$ cat config.mk
export PLATFORM = sky130hd
export DESIGN_NAME = ps2_rx_flat
export DESIGN_NICKNAME = d
export VERILOG_FILES = /design/src/rtl/ps2_rx_if.sv /design/src/rtl/ps2_rx.sv /design/src/flat_wrapper.sv
export SDC_FILE = /design/constraint.sdc
export NUM_CORES = 1
export LEC_CHECK = 0
export ABC_AREA = 1
export BUFFER_PORTS_ARGS = -buffer_cell sky130_fd_sc_hd__buf_2
export CAP_MARGIN = 20
export CORE_MARGIN = 2
export CORE_UTILIZATION = 40
export DETAILED_ROUTE_END_ITERATION = 7
export GPL_TIMING_DRIVEN = 0
export PLACE_DENSITY = 0.66
export SETUP_SLACK_MARGIN = 0.3
export SLEW_MARGIN = 0
export SYNTH_ARGS = -nofsm -noshare
export SYNTH_HDL_FRONTEND = slang
export SYNTH_SLANG_ARGS = --single-unit
$ cat constraint.sdc
create_clock -name clk -period 3.6 [get_ports clk]
set_input_delay 0.54 -clock clk [delete_from_list [all_inputs] [get_ports clk]]
set_output_delay 0.54 -clock clk [all_outputs]
set_load 0.01 [all_outputs]
$ cat src/rtl/ps2_rx_if.sv
// PS/2 receiver bus: raw pad lines in, held scan code and frame strobes out.
// The receiver uses the master modport; the downstream consumer uses slave.
interface ps2_rx_if;
    logic       ps2_clk_i;
    logic       ps2_data_i;
    logic [7:0] code_o;
    logic       code_valid_o;
    logic       break_o;
    logic       parity_err_o;

    modport master (
        input  ps2_clk_i, ps2_data_i,
        output code_o, code_valid_o, break_o, parity_err_o
    );

    modport slave (
        output ps2_clk_i, ps2_data_i,
        input  code_o, code_valid_o, break_o, parity_err_o
    );
endinterface

$ cat src/rtl/ps2_rx.sv
// PS/2 keyboard frame receiver with clock glitch filter and idle watchdog.
// Define PS2_BREAK_FILTER_EN to absorb F0 break prefixes and clear code_o on key release.
module ps2_rx #(
    parameter int FILTER_LEN = 8,
    parameter int TIMEOUT    = 100000
) (
    input  logic     clk,
    input  logic     rst,
    ps2_rx_if.master bus
);
    localparam int WDW = (TIMEOUT > 2) ? $clog2(TIMEOUT) : 1;
    localparam logic [WDW-1:0] WD_MAX = WDW'(TIMEOUT - 1);

    typedef enum logic [1:0] {IDLE, DATA, PARITY, STOP} state_t;

    state_t                state;
    logic [1:0]            clk_sync;
    logic [1:0]            dat_sync;
    logic [FILTER_LEN-1:0] filt_sh;
    logic                  filt;
    logic                  fall;
    logic [7:0]            shreg;
    logic [2:0]            bit_cnt;
    logic                  par_bit;
    logic [WDW-1:0]        wdog;
`ifdef PS2_BREAK_FILTER_EN
    logic                  brk_flag;
`endif

    logic data_bit;
    assign data_bit = dat_sync[1];

    // Synchronizers and clock filter; the filtered level only moves on unanimous samples.
    always_ff @(posedge clk) begin
        if (rst) begin
            clk_sync <= 2'b11;
            dat_sync <= 2'b11;
            filt_sh  <= '1;
            filt     <= 1'b1;
            fall     <= 1'b0;
        end else begin
            // NOTE: nonblocking assignments let each stage read the previous stage's old value.
            clk_sync <= {clk_sync[0], bus.ps2_clk_i};
            dat_sync <= {dat_sync[0], bus.ps2_data_i};
            filt_sh  <= {filt_sh[FILTER_LEN-2:0], clk_sync[1]};
            if (&filt_sh)
                filt <= 1'b1;
            else if (~|filt_sh)
                filt <= 1'b0;
            fall <= filt & ~|filt_sh;
        end
    end

    always_ff @(posedge clk) begin
        if (rst) begin
            state            <= IDLE;
            shreg            <= 8'h00;
            bit_cnt          <= 3'd0;
            par_bit          <= 1'b0;
            wdog             <= '0;
            bus.code_o       <= 8'h00;
            bus.code_valid_o <= 1'b0;
            bus.break_o      <= 1'b0;
            bus.parity_err_o <= 1'b0;
`ifdef PS2_BREAK_FILTER_EN
            brk_flag         <= 1'b0;
`endif
        end else begin
            bus.code_valid_o <= 1'b0;
            bus.break_o      <= 1'b0;
            bus.parity_err_o <= 1'b0;

            if (state == IDLE || fall)
                wdog <= '0;
            else if (wdog != WD_MAX)
                wdog <= wdog + 1'b1;

            if (fall) begin
                case (state)
                    IDLE: begin
                        if (!data_bit) begin
                            shreg   <= 8'h00;
                            bit_cnt <= 3'd0;
                            state   <= DATA;
                        end
                    end
                    DATA: begin
                        shreg   <= {data_bit, shreg[7:1]};
                        bit_cnt <= bit_cnt + 3'd1;
                        if (bit_cnt == 3'd7)
                            state <= PARITY;
                    end
                    PARITY: begin
                        par_bit <= data_bit;
                        state   <= STOP;
                    end
                    STOP: begin
                        state <= IDLE;
                        if ((^{shreg, par_bit}) && data_bit) begin
`ifdef PS2_BREAK_FILTER_EN
                            if (brk_flag) begin
                                brk_flag         <= 1'b0;
                                bus.code_valid_o <= 1'b1;
                                bus.break_o      <= 1'b1;
                                if (shreg == bus.code_o)
                                    bus.code_o <= 8'h00;
                            end else if (shreg == 8'hF0) begin
                                brk_flag <= 1'b1;
                            end else begin
                                bus.code_o       <= shreg;
                                bus.code_valid_o <= 1'b1;
                            end
`else
                            bus.code_o       <= shreg;
                            bus.code_valid_o <= 1'b1;
`endif
                        end else begin
                            bus.parity_err_o <= 1'b1;
                        end
                    end
                    default: state <= IDLE;
                endcase
            end else if (state != IDLE && wdog == WD_MAX) begin
                // Stalled frame: drop it without any strobe.
                state <= IDLE;
            end
        end
    end
endmodule

$ cat src/flat_wrapper.sv
// flat-port wrapper written by rule: the top's interface ports become plain ports
module ps2_rx_flat 
#(
    parameter int FILTER_LEN = 8,
    parameter int TIMEOUT    = 100000
)
  (clk, rst, bus_ps2_clk_i, bus_ps2_data_i, bus_code_o, bus_code_valid_o, bus_break_o, bus_parity_err_o);
  ps2_rx_if bus_i ();
  input  logic clk;
  input  logic rst;
  input wire logic [$bits(bus_i.ps2_clk_i)-1:0] bus_ps2_clk_i;
  input wire logic [$bits(bus_i.ps2_data_i)-1:0] bus_ps2_data_i;
  output wire logic [$bits(bus_i.code_o)-1:0] bus_code_o;
  output wire logic [$bits(bus_i.code_valid_o)-1:0] bus_code_valid_o;
  output wire logic [$bits(bus_i.break_o)-1:0] bus_break_o;
  output wire logic [$bits(bus_i.parity_err_o)-1:0] bus_parity_err_o;
  assign bus_i.ps2_clk_i = bus_ps2_clk_i;
  assign bus_i.ps2_data_i = bus_ps2_data_i;
  assign bus_code_o = bus_i.code_o;
  assign bus_code_valid_o = bus_i.code_valid_o;
  assign bus_break_o = bus_i.break_o;
  assign bus_parity_err_o = bus_i.parity_err_o;
  ps2_rx #(.FILTER_LEN(FILTER_LEN), .TIMEOUT(TIMEOUT)) u_core (.clk(clk), .rst(rst), .bus(bus_i));
endmodule
==> impl_metrics.tcl, run 1 <==
set metrics [dict create \
    cp-end-kind "flop" \
    arrival_ps 2010 \
    clockBufferDepth 2 \
    synth_top_area_frac 0.449 \
    antenna_found_initial 0 \
    synth_area_leaders "dfxtp_1 (45%), nand2_1 (9.5%), nor2_1 (7.6%)" \
    ant_nets 0 \
    yosysMostFrequentCell "nand2_1" \
    overflow 0 \
    cts.sinks 55 \
    dp_cells 419 \
    drv_cap 0 \
    antenna_cells 0 \
    grt.busiest_layer "met2" \
    synth-edff-count 0 \
    cts_tree "done" \
    tns_ps 0 \
    rsz0062_at_grt "no" \
    fp.dieH_um 82.3 \
    synth-seq-cells 55 \
    root_buffer "clkbuf_8" \
    drt_iter0_markers 77 \
    netlist_instances 331 \
    avgSynthCellArea_um2 7.42 \
    totalWireLength_mm 4.60 \
    syn2layout_area_growth_pct 10.0 \
    use_met2 0.247 \
    min_path_type "input port to flop" \
    synth_common_cells "nand2_1 (62), dfxtp_1 (55), nor2_1 (50)" \
    hold_ws_ps 401 \
    cts_resized 0 \
    setup_viol 0 \
    hpwl_mm 3.41 \
    core-area_um2 5920 \
    yosysTopAreaCell "dfxtp_1" \
    ys_types 36 \
    syn_nets 342 \
    drc 0 \
    met1_usage 0.179 \
    finalHoldViolations 0 \
    htree_num_levels 2 \
    grtUsageMet3 0.0370 \
    p_leak_nw 1.13 \
    fp.dieW_um 82.3 \
    insertion_delay_ps 310 \
    start_util 0.415 \
    row_count 28 \
    period_minus_slack_ps 1760 \
    wl_per_cell_um 10.8 \
    fin_cells 427 \
    grt_pass1_vias 1885 \
    power.density_nw_per_um2 359 \
    cts_buffers 5 \
    crit_type "flop to flop" \
    synthArstFlopShare 0 \
    portBuffers 13 \
    track_usage 0.147 \
    skew_ps 8.01 \
    critPathLaunchType "flop" \
    pin_count 15 \
    synth_flop_cell "dfxtp_1" \
    critPathMaxFanout 10 \
    seq_area_frac_synth 0.449 \
    cts_setup_buffers 0 \
    viasPerCell 4.83 \
    nets 362 \
    maxSlewViolCount 0 \
    fin_crit_sh 0.490 \
    status "completed" \
    required_ps 3850 \
    fillers 618 \
    grt_pass1_wl_mm 7.78 \
    ir_worst_vdd_mv 0.268 \
    yosys_warnings 0 \
    gp_congestion 0.842 \
    dieArea_um2 6780 \
    fmax_mhz 567 \
    cts_hold_buf 0 \
    num_vias 2063 \
    firstDrtPassIters 4 \
    clkSlewWorstSetupHoldPaths_ps 100 \
    synthesis.area_um2 2450 \
    grt_max_degree 18 \
    drive_gt1_frac 0.131 \
]
cells by family after synthesis:
group | count (synthesis) | synth area share
other | 1 | 0.00153
buffers and inverters | 53 | 0.0846
xor gates and xnor gates | 3 | 0.0107
DFF | 55 | 0.449
adders and majority gates | 7 | 0.0357
AOI/OAI and AO/OA | 47 | 0.111
and+or+nand+nor | 165 | 0.308
state kept, by name, summed over array words and instances (netlist names), 2 cells and up:
name and flops:
u_core.bus.code_o 8, u_core.wdog 17, u_core.shreg 8, u_core.state 2
u_core.bit_cnt 3, u_core.dat_sync 2, u_core.clk_sync 2, u_core.filt_sh 8
final timing paths:
| path | startpoint | to | slack [ps] | cells past startpoint |
|---|---|---|---|---|
| setup reg to reg | u_core.state[0]$_SDFFE_PP0P_ | u_core.wdog[2]$_SDFFE_PP0P_ | 1840 | 8 |
| setup / recovery | u_core.state[0]$_SDFFE_PP0P_ | u_core.wdog[2]$_SDFFE_PP0P_ | 1840 | 8 |
| hold reg to reg | u_core.dat_sync[0]$_SDFF_PP1_ | u_core.dat_sync[1]$_SDFF_PP1_ | 410 | 1 |
| hold / removal | bus_ps2_clk_i | u_core.clk_sync[0]$_SDFF_PP1_ | 400 | 2 |
through the flow:
step | power, W | setup WS, ps | cell area (µm²) | util
6_report | 0.000971 | 1840 | 2700 | 0.456
4_1_cts | 0.000984 | 1810 | 2700 | 0.456
5_1_grt | 0.00102 | 1620 | 2700 | 0.456
3_5_place_dp | 0.000645 | 1850 | 2610 | 0.441
2_1_floorplan | 0.000638 | 2130 | 2450 | -
3_3_place_gp | 0.000644 | 1860 | 2610 | 0.441
worst max-delay path, cell delays in order (launching register included):
cell	delay, ps
dfxtp_1	400
inv_1	90
ha_1	230
nor2_1	110
inv_1	60
nor2_1	170
buf_1	350
o21ai_0	170
a21oi_1	130
cells in the final DEF, fill, tap and decap left out, types with 2 or more instances in the layout:
cell / n
buf_2: 14
nand4_1: 15
clkbuf_1: 3
nor3_1: 5
clkbuf_8: 5
ha_1: 7
or2_2: 10
clkinv_2: 2
dfxtp_1: 55
nand2_2: 3
o21ai_0: 15
a22oi_1: 8
nor3_2: 2
nand3_1: 10
a211oi_1: 2
nand2_1: 62
xor2_1: 2
inv_1: 42
a21oi_1: 18
nor2_1: 50
nor4_1: 2
inv_2: 3
metal layers:
metal,vias up,part of all wire
met3,8,0.027
met5,-,0
met2,19,0.47
met1,936,0.48
li1,1100,-
met4,0,0.014
layout make-up:
class / count / area (µm²) / area share
Timing Repair Buffer: 13 / 65.1 / 0.0241
Sequential cell: 55 / 1100 / 0.408
Tap cell: 75 / 93.8 / 0.0347
Inverter: 46 / 173 / 0.0639
Clock inverter: 3 / 18.8 / 0.00695
Buffer: 7 / 35.0 / 0.0130
Clock buffer: 5 / 68.8 / 0.0255
Multi-Input combinational cell: 223 / 1150 / 0.424
where the power goes:
group | leakage [nW] | total, W | switching, W | internal, W
logic | 0.642 | 0.0000187 | 0.0000122 | 0.00000646
registers | 0.444 | 0.000612 | 0.000000962 | 0.000611
clock network | 0.0483 | 0.000340 | 0.000203 | 0.000137
total | 1.13 | 0.000971 | 0.000216 | 0.000755
Note: power is estimated with default switching activity, not from simulation.
==> run 2, diff against run 1 <==
--- a/config.mk
+++ b/config.mk
@@ -12,7 +12,7 @@
 export CORE_UTILIZATION = 40
 export DETAILED_ROUTE_END_ITERATION = 7
 export GPL_TIMING_DRIVEN = 0
-export PLACE_DENSITY = 0.66
+export PLACE_DENSITY = 0.68
 export SETUP_SLACK_MARGIN = 0.3
 export SLEW_MARGIN = 0
 export SYNTH_ARGS = -nofsm -noshare
==> constraint.sdc (replaced) <==
create_clock -name clk -period 1.6 [get_ports clk]
set_input_delay 0.24 -clock clk [delete_from_list [all_inputs] [get_ports clk]]
set_output_delay 0.24 -clock clk [all_outputs]
set_load 0.01 [all_outputs]
==> run 2 against run 1 <==
  * Via count rose by 16%
  * Core utilization rose by 14 points
  * Critical path depth up 1
  * Clock power grew 140%
  * Wire length rose by 35%
  * Count of clock-buffer cells in the layout unchanged
  * Global-route usage rose by 3.0 points
  * Register-to-register slack worse by 1800 ps
  * Hold slack lost 310 ps
  * Maximum frequency is 13% higher
  * Sequential power grew 120%
  * Sequential share of layout area is 8.4 points lower
  * Largest power group unchanged
==> impl_metrics.tcl, run 2 (synthesis gave the netlist of run 1 again) <==
set metrics [dict create \
    drc 0 \
    fillers 495 \
    relSlewSlack 0.641 \
    grt_pass1_wl_mm 9.20 \
    wl_per_cell_um 13.3 \
    swShare 0.237 \
    seqPwrFrac 0.611 \
    tightest_slew_ps 538 \
    preCtsSetupSlack_ps -23.8 \
    critPathLaunchType "flop" \
    viasPerCell 5.13 \
    place_area_um2 2680 \
    fp.dieH_um 82.3 \
    syn2layout_area_growth_pct 44.9 \
    fmax_mhz 640 \
    hpwl_mm 3.48 \
    critPathBufInv 2 \
    cts_buffers 5 \
    crit_type "flop to flop" \
    largest_register_ffs 17 \
    overflow 0 \
    ant_nets 0 \
    drv_cap 0 \
    core-area_um2 5920 \
    setup_viol 0 \
    p_leak_nw 1.48 \
    num_vias 2389 \
    totalWireLength_mm 6.20 \
    p_switching_w 0.000529 \
    root_buffer "clkbuf_8" \
    register_area_um2 1150 \
    min_path_type "input port to flop" \
    row_count 28 \
    gp_congestion 0.794 \
    rsz0062_at_grt "yes" \
    final_cell_mix "nor2_1 (36), dfxtp_1 (34), nand2_1 (32), buf_4 (32)" \
    final_area_um2 3560 \
    insertion_delay_ps 320 \
    critPathMaxFanout 3 \
    grt_max_degree 20 \
    ir_worst_vdd_mv 0.558 \
    period_minus_slack_ps 1560 \
    grt_pass1_vias 2122 \
    skew_ps 4.92 \
    crit_chain "ha_4, nand2_4, inv_2, nand4_1, nor3_4, buf_4, nand2_2, o21ai_1, a21oi_1" \
    arrival_ps 1780 \
    cts_tree "done" \
    drt_iter0_markers 94 \
    comb_power_share 0.021 \
    finalHoldViolations 0 \
    track_usage 0.177 \
    top_register "u_core.wdog" \
    clkSlewWorstSetupHoldPaths_ps 110 \
    crit_family "simple AND/OR/NAND/NOR gates" \
    fp.dieW_um 82.3 \
    cp-end-kind "flop" \
    required_ps 1820 \
    pin_count 15 \
    power.density_nw_per_um2 626 \
    pwr-share-clk 0.368 \
    start_util 0.415 \
    nets 401 \
    htree_num_levels 2 \
    cts.sinks 55 \
    clockBufferDepth 2 \
    final_common_cell "nor2_1" \
    antenna_cells 0 \
    dieArea_um2 6780 \
    maxSlewViolCount 0 \
    worst_slack_ps 38.2 \
    antenna_found_initial 0 \
    drive_gt1_frac 0.514 \
    status "completed" \
    cts_hold_buf 0 \
    fin_crit_sh 0.976 \
    max_stage_delay_ps 360 \
    p_int_w 0.00170 \
    slowest_stage "dfxtp_2" \
    tns_ps 0 \
    multi_input_area_um2 1580 \
    portBuffers 13 \
    utilization 0.601 \
    firstDrtPassIters 4 \
]
run 2: changes by cell type in the layout (fill, tap and decap cells not counted), moves of 10 or more:
cell | before | now
o21ai_0 | 15 | 5
nand2_1 | 62 | 32
nand2_2 | 3 | 26
dfxtp_1 | 55 | 34
buf_4 | 1 | 32
buf_6 | 0 | 10
nor2_1 | 50 | 36
inv_1 | 42 | 26
dfxtp_2 | 0 | 12
run 2: metrics by stage:
step	total power, W	cells	hold WS, ps
final	0.00223	466	92.8
after global routing	0.00232	466	86.9
after CTS	0.00225	456	94.4
after detailed placement	0.00145	419	395
after global placement	0.00145	419	395
after floorplan	0.00144	331	344
run 2: worst register-to-register path: stages, from the launching register on:
cell     delay, ps
dfxtp_2        360
ha_4           150
nand2_4         50
inv_2           70
nand4_1        170
nor3_4         290
buf_4          160
nand2_2         50
o21ai_1        120
a21oi_1         50
run 2: worst paths after layout:
kind                                      start                            end  slack (ps)  cells past startpoint
setup / recovery    u_core.wdog[1]$_SDFFE_PP0P_   u_core.wdog[10]$_SDFFE_PP0P_          40                      9
setup reg to reg    u_core.wdog[1]$_SDFFE_PP0P_   u_core.wdog[10]$_SDFFE_PP0P_          40                      9
hold / removal                    bus_ps2_clk_i  u_core.clk_sync[0]$_SDFF_PP1_          90                      2
hold reg to reg   u_core.clk_sync[0]$_SDFF_PP1_  u_core.clk_sync[1]$_SDFF_PP1_         420                      1
run 2: power by group through the flow:
stage	Sequential (W)	Clock (W)	Combinational, W
3_3_place_gp	0.00141	0	0.0000418
4_1_cts	0.00136	0.000843	0.0000439
3_5_place_dp	0.00141	0	0.0000427
5_1_grt	0.00136	0.000905	0.0000511
2_1_floorplan	0.00141	0	0.0000284
6_report	0.00136	0.000821	0.0000463
run 2: final cells by class:
type                    instances  area share
clock buffers                   5      0.0194
repair buffers                 52       0.109
flip-flops and latches         55       0.323
inverters                      46      0.0549
plain buffers                   7      0.0137
clock inverters                 3     0.00809
well taps                      75      0.0264
multi-input cells             223       0.445
run 2: per-layer routing:
| layer | track usage | share of wire | up-vias |
|---|---|---|---|
| li1 | - | - | 1190 |
| met1 | 0.211 | 0.41 | 1114 |
| met2 | 0.310 | 0.51 | 64 |
| met3 | 0.0391 | 0.050 | 21 |
| met4 | 0.0633 | 0.023 | 0 |
| met5 | 0 | 0 | - |
run 2: what timing repair did:
| item | in CTS | in global routing |
|---|---|---|
| setup endpoints to repair | 38 | 39 |
| pin swaps | 37 | 40 |
| gates cloned | 2 | 0 |
| resized for setup | 93 | 70 |
| buffers inserted | 27 | 10 |
==> run 3, diff against run 2 <==
--- a/config.mk
+++ b/config.mk
@@ -9,10 +9,10 @@
 export BUFFER_PORTS_ARGS = -buffer_cell sky130_fd_sc_hd__buf_2
 export CAP_MARGIN = 20
 export CORE_MARGIN = 2
-export CORE_UTILIZATION = 40
+export CORE_UTILIZATION = 54
 export DETAILED_ROUTE_END_ITERATION = 7
 export GPL_TIMING_DRIVEN = 0
-export PLACE_DENSITY = 0.68
+export PLACE_DENSITY = 0.85
 export SETUP_SLACK_MARGIN = 0.3
 export SLEW_MARGIN = 0
 export SYNTH_ARGS = -nofsm -noshare
==> run 3 against run 2 <==
  * Clock skew grew 3.6 ps
  * Non-clock buffer count fell by 17
  * Cell count is 8.6% lower
  * Total power rose by 5.0%
  * Largest cell class unchanged
  * Combinational power fell by 5.8%
==> impl_metrics.tcl, run 3 (synthesis gave the netlist of run 1 again) <==
set metrics [dict create \
    clockBufferDepth 2 \
    clkSlewWorstSetupHoldPaths_ps 90 \
    drive_gt1_frac 0.382 \
    maxSlewViolCount 0 \
    max_stage_delay_ps 400 \
    cts_buffers 5 \
    tns_ps 0 \
    crit_top_cell "nand2_2" \
    pin_count 15 \
    skew_ps 8.57 \
    drt_iter0_markers 98 \
    core-area_um2 4350 \
    fillers 296 \
    syn2layout_area_growth_pct 28.3 \
    row_count 24 \
    overflow 0 \
    gp_congestion 0.878 \
    fp.dieW_um 71.4 \
    ir_worst_vdd_mv 0.600 \
    crit_family "simple AND/OR/NAND/NOR gates" \
    slowest_stage "dfxtp_4" \
    cp-end-kind "flop" \
    cts_tree "done" \
    drv_cap 0 \
    relSlewSlack 0.650 \
    grt_max_degree 18 \
    wl_per_cell_um 13.8 \
    insertion_delay_ps 320 \
    num_vias 2386 \
    finalHoldViolations 0 \
    root_buffer "clkbuf_8" \
    r2r_slack_ps 2 \
    p_leak_nw 1.30 \
    ant_nets 0 \
    cts.sinks 55 \
    grt_pass1_wl_mm 8.82 \
    min_path_type "input port to flop" \
    setup_viol 0 \
    crit_chain "inv_4, nand2_2, nand2_1, nand2_2, nand2_4, buf_6, inv_1, nand3_1, nand2_2, nand4_1, nand2_1, nor2_1" \
    rsz0062_at_grt "yes" \
    largest_register_ffs 17 \
    portBuffers 13 \
    final_common_cell "nand2_1" \
    viasPerCell 5.60 \
    cts_hold_buf 0 \
    required_ps 1820 \
    nets 384 \
    top_register "u_core.wdog" \
    antenna_cells 0 \
    critPathBufInv 3 \
    final_cell_mix "nand2_1 (49), dfxtp_1 (40), nor2_1 (38), inv_1 (30), buf_4 (19)" \
    hpwl_mm 3.44 \
    period_minus_slack_ps 1600 \
    fmax_mhz 626 \
    htree_num_levels 2 \
    utilization 0.723 \
    crit_type "flop to flop" \
    antenna_found_initial 0 \
    drc 0 \
    critPathMaxFanout 7 \
    fin_cells 426 \
    critPathLaunchType "flop" \
    fin_crit_sh 0.999 \
    dp_cells 396 \
    tightest_slew_ps 525 \
    dieArea_um2 5100 \
    track_usage 0.218 \
    start_util 0.564 \
    totalWireLength_mm 5.87 \
    fp.dieH_um 71.4 \
    grt_pass1_vias 2169 \
    status "completed" \
    firstDrtPassIters 5 \
    arrival_ps 1810 \
    power.density_nw_per_um2 743 \
]
-- run 3: cell types whose count changed in the layout (fill, tap and decap cells not counted), sizes merged --
cell	delta
clkdlybuf4s15	+1
inv	-1
clkinv	-1
bufinv	+1
clkbuf	+1
buf	-18
-- run 3: path summary, 6_finish.rpt --
check                                                    from                                 to  cells past startpoint
worst min-delay path                            bus_ps2_clk_i      u_core.clk_sync[0]$_SDFF_PP1_                      2
worst max-delay path             u_core.shreg[5]$_SDFFE_PP0P_  u_core.bus.code_o[1]$_SDFFE_PP0P_                     12
worst min register to register  u_core.clk_sync[1]$_SDFF_PP1_       u_core.filt_sh[0]$_SDFF_PP1_                      1
worst max register to register   u_core.shreg[5]$_SDFFE_PP0P_  u_core.bus.code_o[1]$_SDFFE_PP0P_                     12
-- run 3: final cells by class --
class | count | area (µm²) | area share
inverter | 46 | 176 | 0.0560
timing repair buffer | 35 | 249 | 0.0791
sequential | 55 | 1140 | 0.361
multi-input combinational | 223 | 1370 | 0.433
buffer | 7 | 45.0 | 0.0143
clock buffer | 6 | 72.6 | 0.0230
tap | 52 | 65.1 | 0.0207
clock inverter | 2 | 38.8 | 0.0123
-- run 3: layer usage --
metal,track usage,share of wire,vias up
met5,0,0,-
met4,0.115,0.040,0
met3,0.0450,0.054,25
met2,0.397,0.52,89
met1,0.235,0.39,1121
li1,-,-,1151
-- run 3: per-stage QoR --
step | hold slack, ps | total power (W) | worst slack, ps | area [µm²]
floorplan | 344 | 0.00144 | 218 | 2520
global placement | 393 | 0.00145 | 26.8 | 2650
detailed placement | 397 | 0.00145 | -4.83 | 2650
CTS | 102 | 0.00235 | 92.6 | 3010
global route | 94.3 | 0.00240 | -61.6 | 3150
finish | 103 | 0.00234 | 1.55 | 3150
-- run 3: where the power goes --
part           switching, W  leakage, nW  internal [W]
clock              0.000458       0.0558      0.000473
combinational     0.0000291        0.792     0.0000145
sequential       0.00000220        0.454       0.00136
total              0.000489         1.30       0.00185
-- run 3: timing repair --
action                                  4_1_cts  5_1_grt
pin swaps                                    29       24
buffers inserted                             16        5
cloned                                        1        0
endpoints found under the setup margin       38       40
resized for setup                            46       35
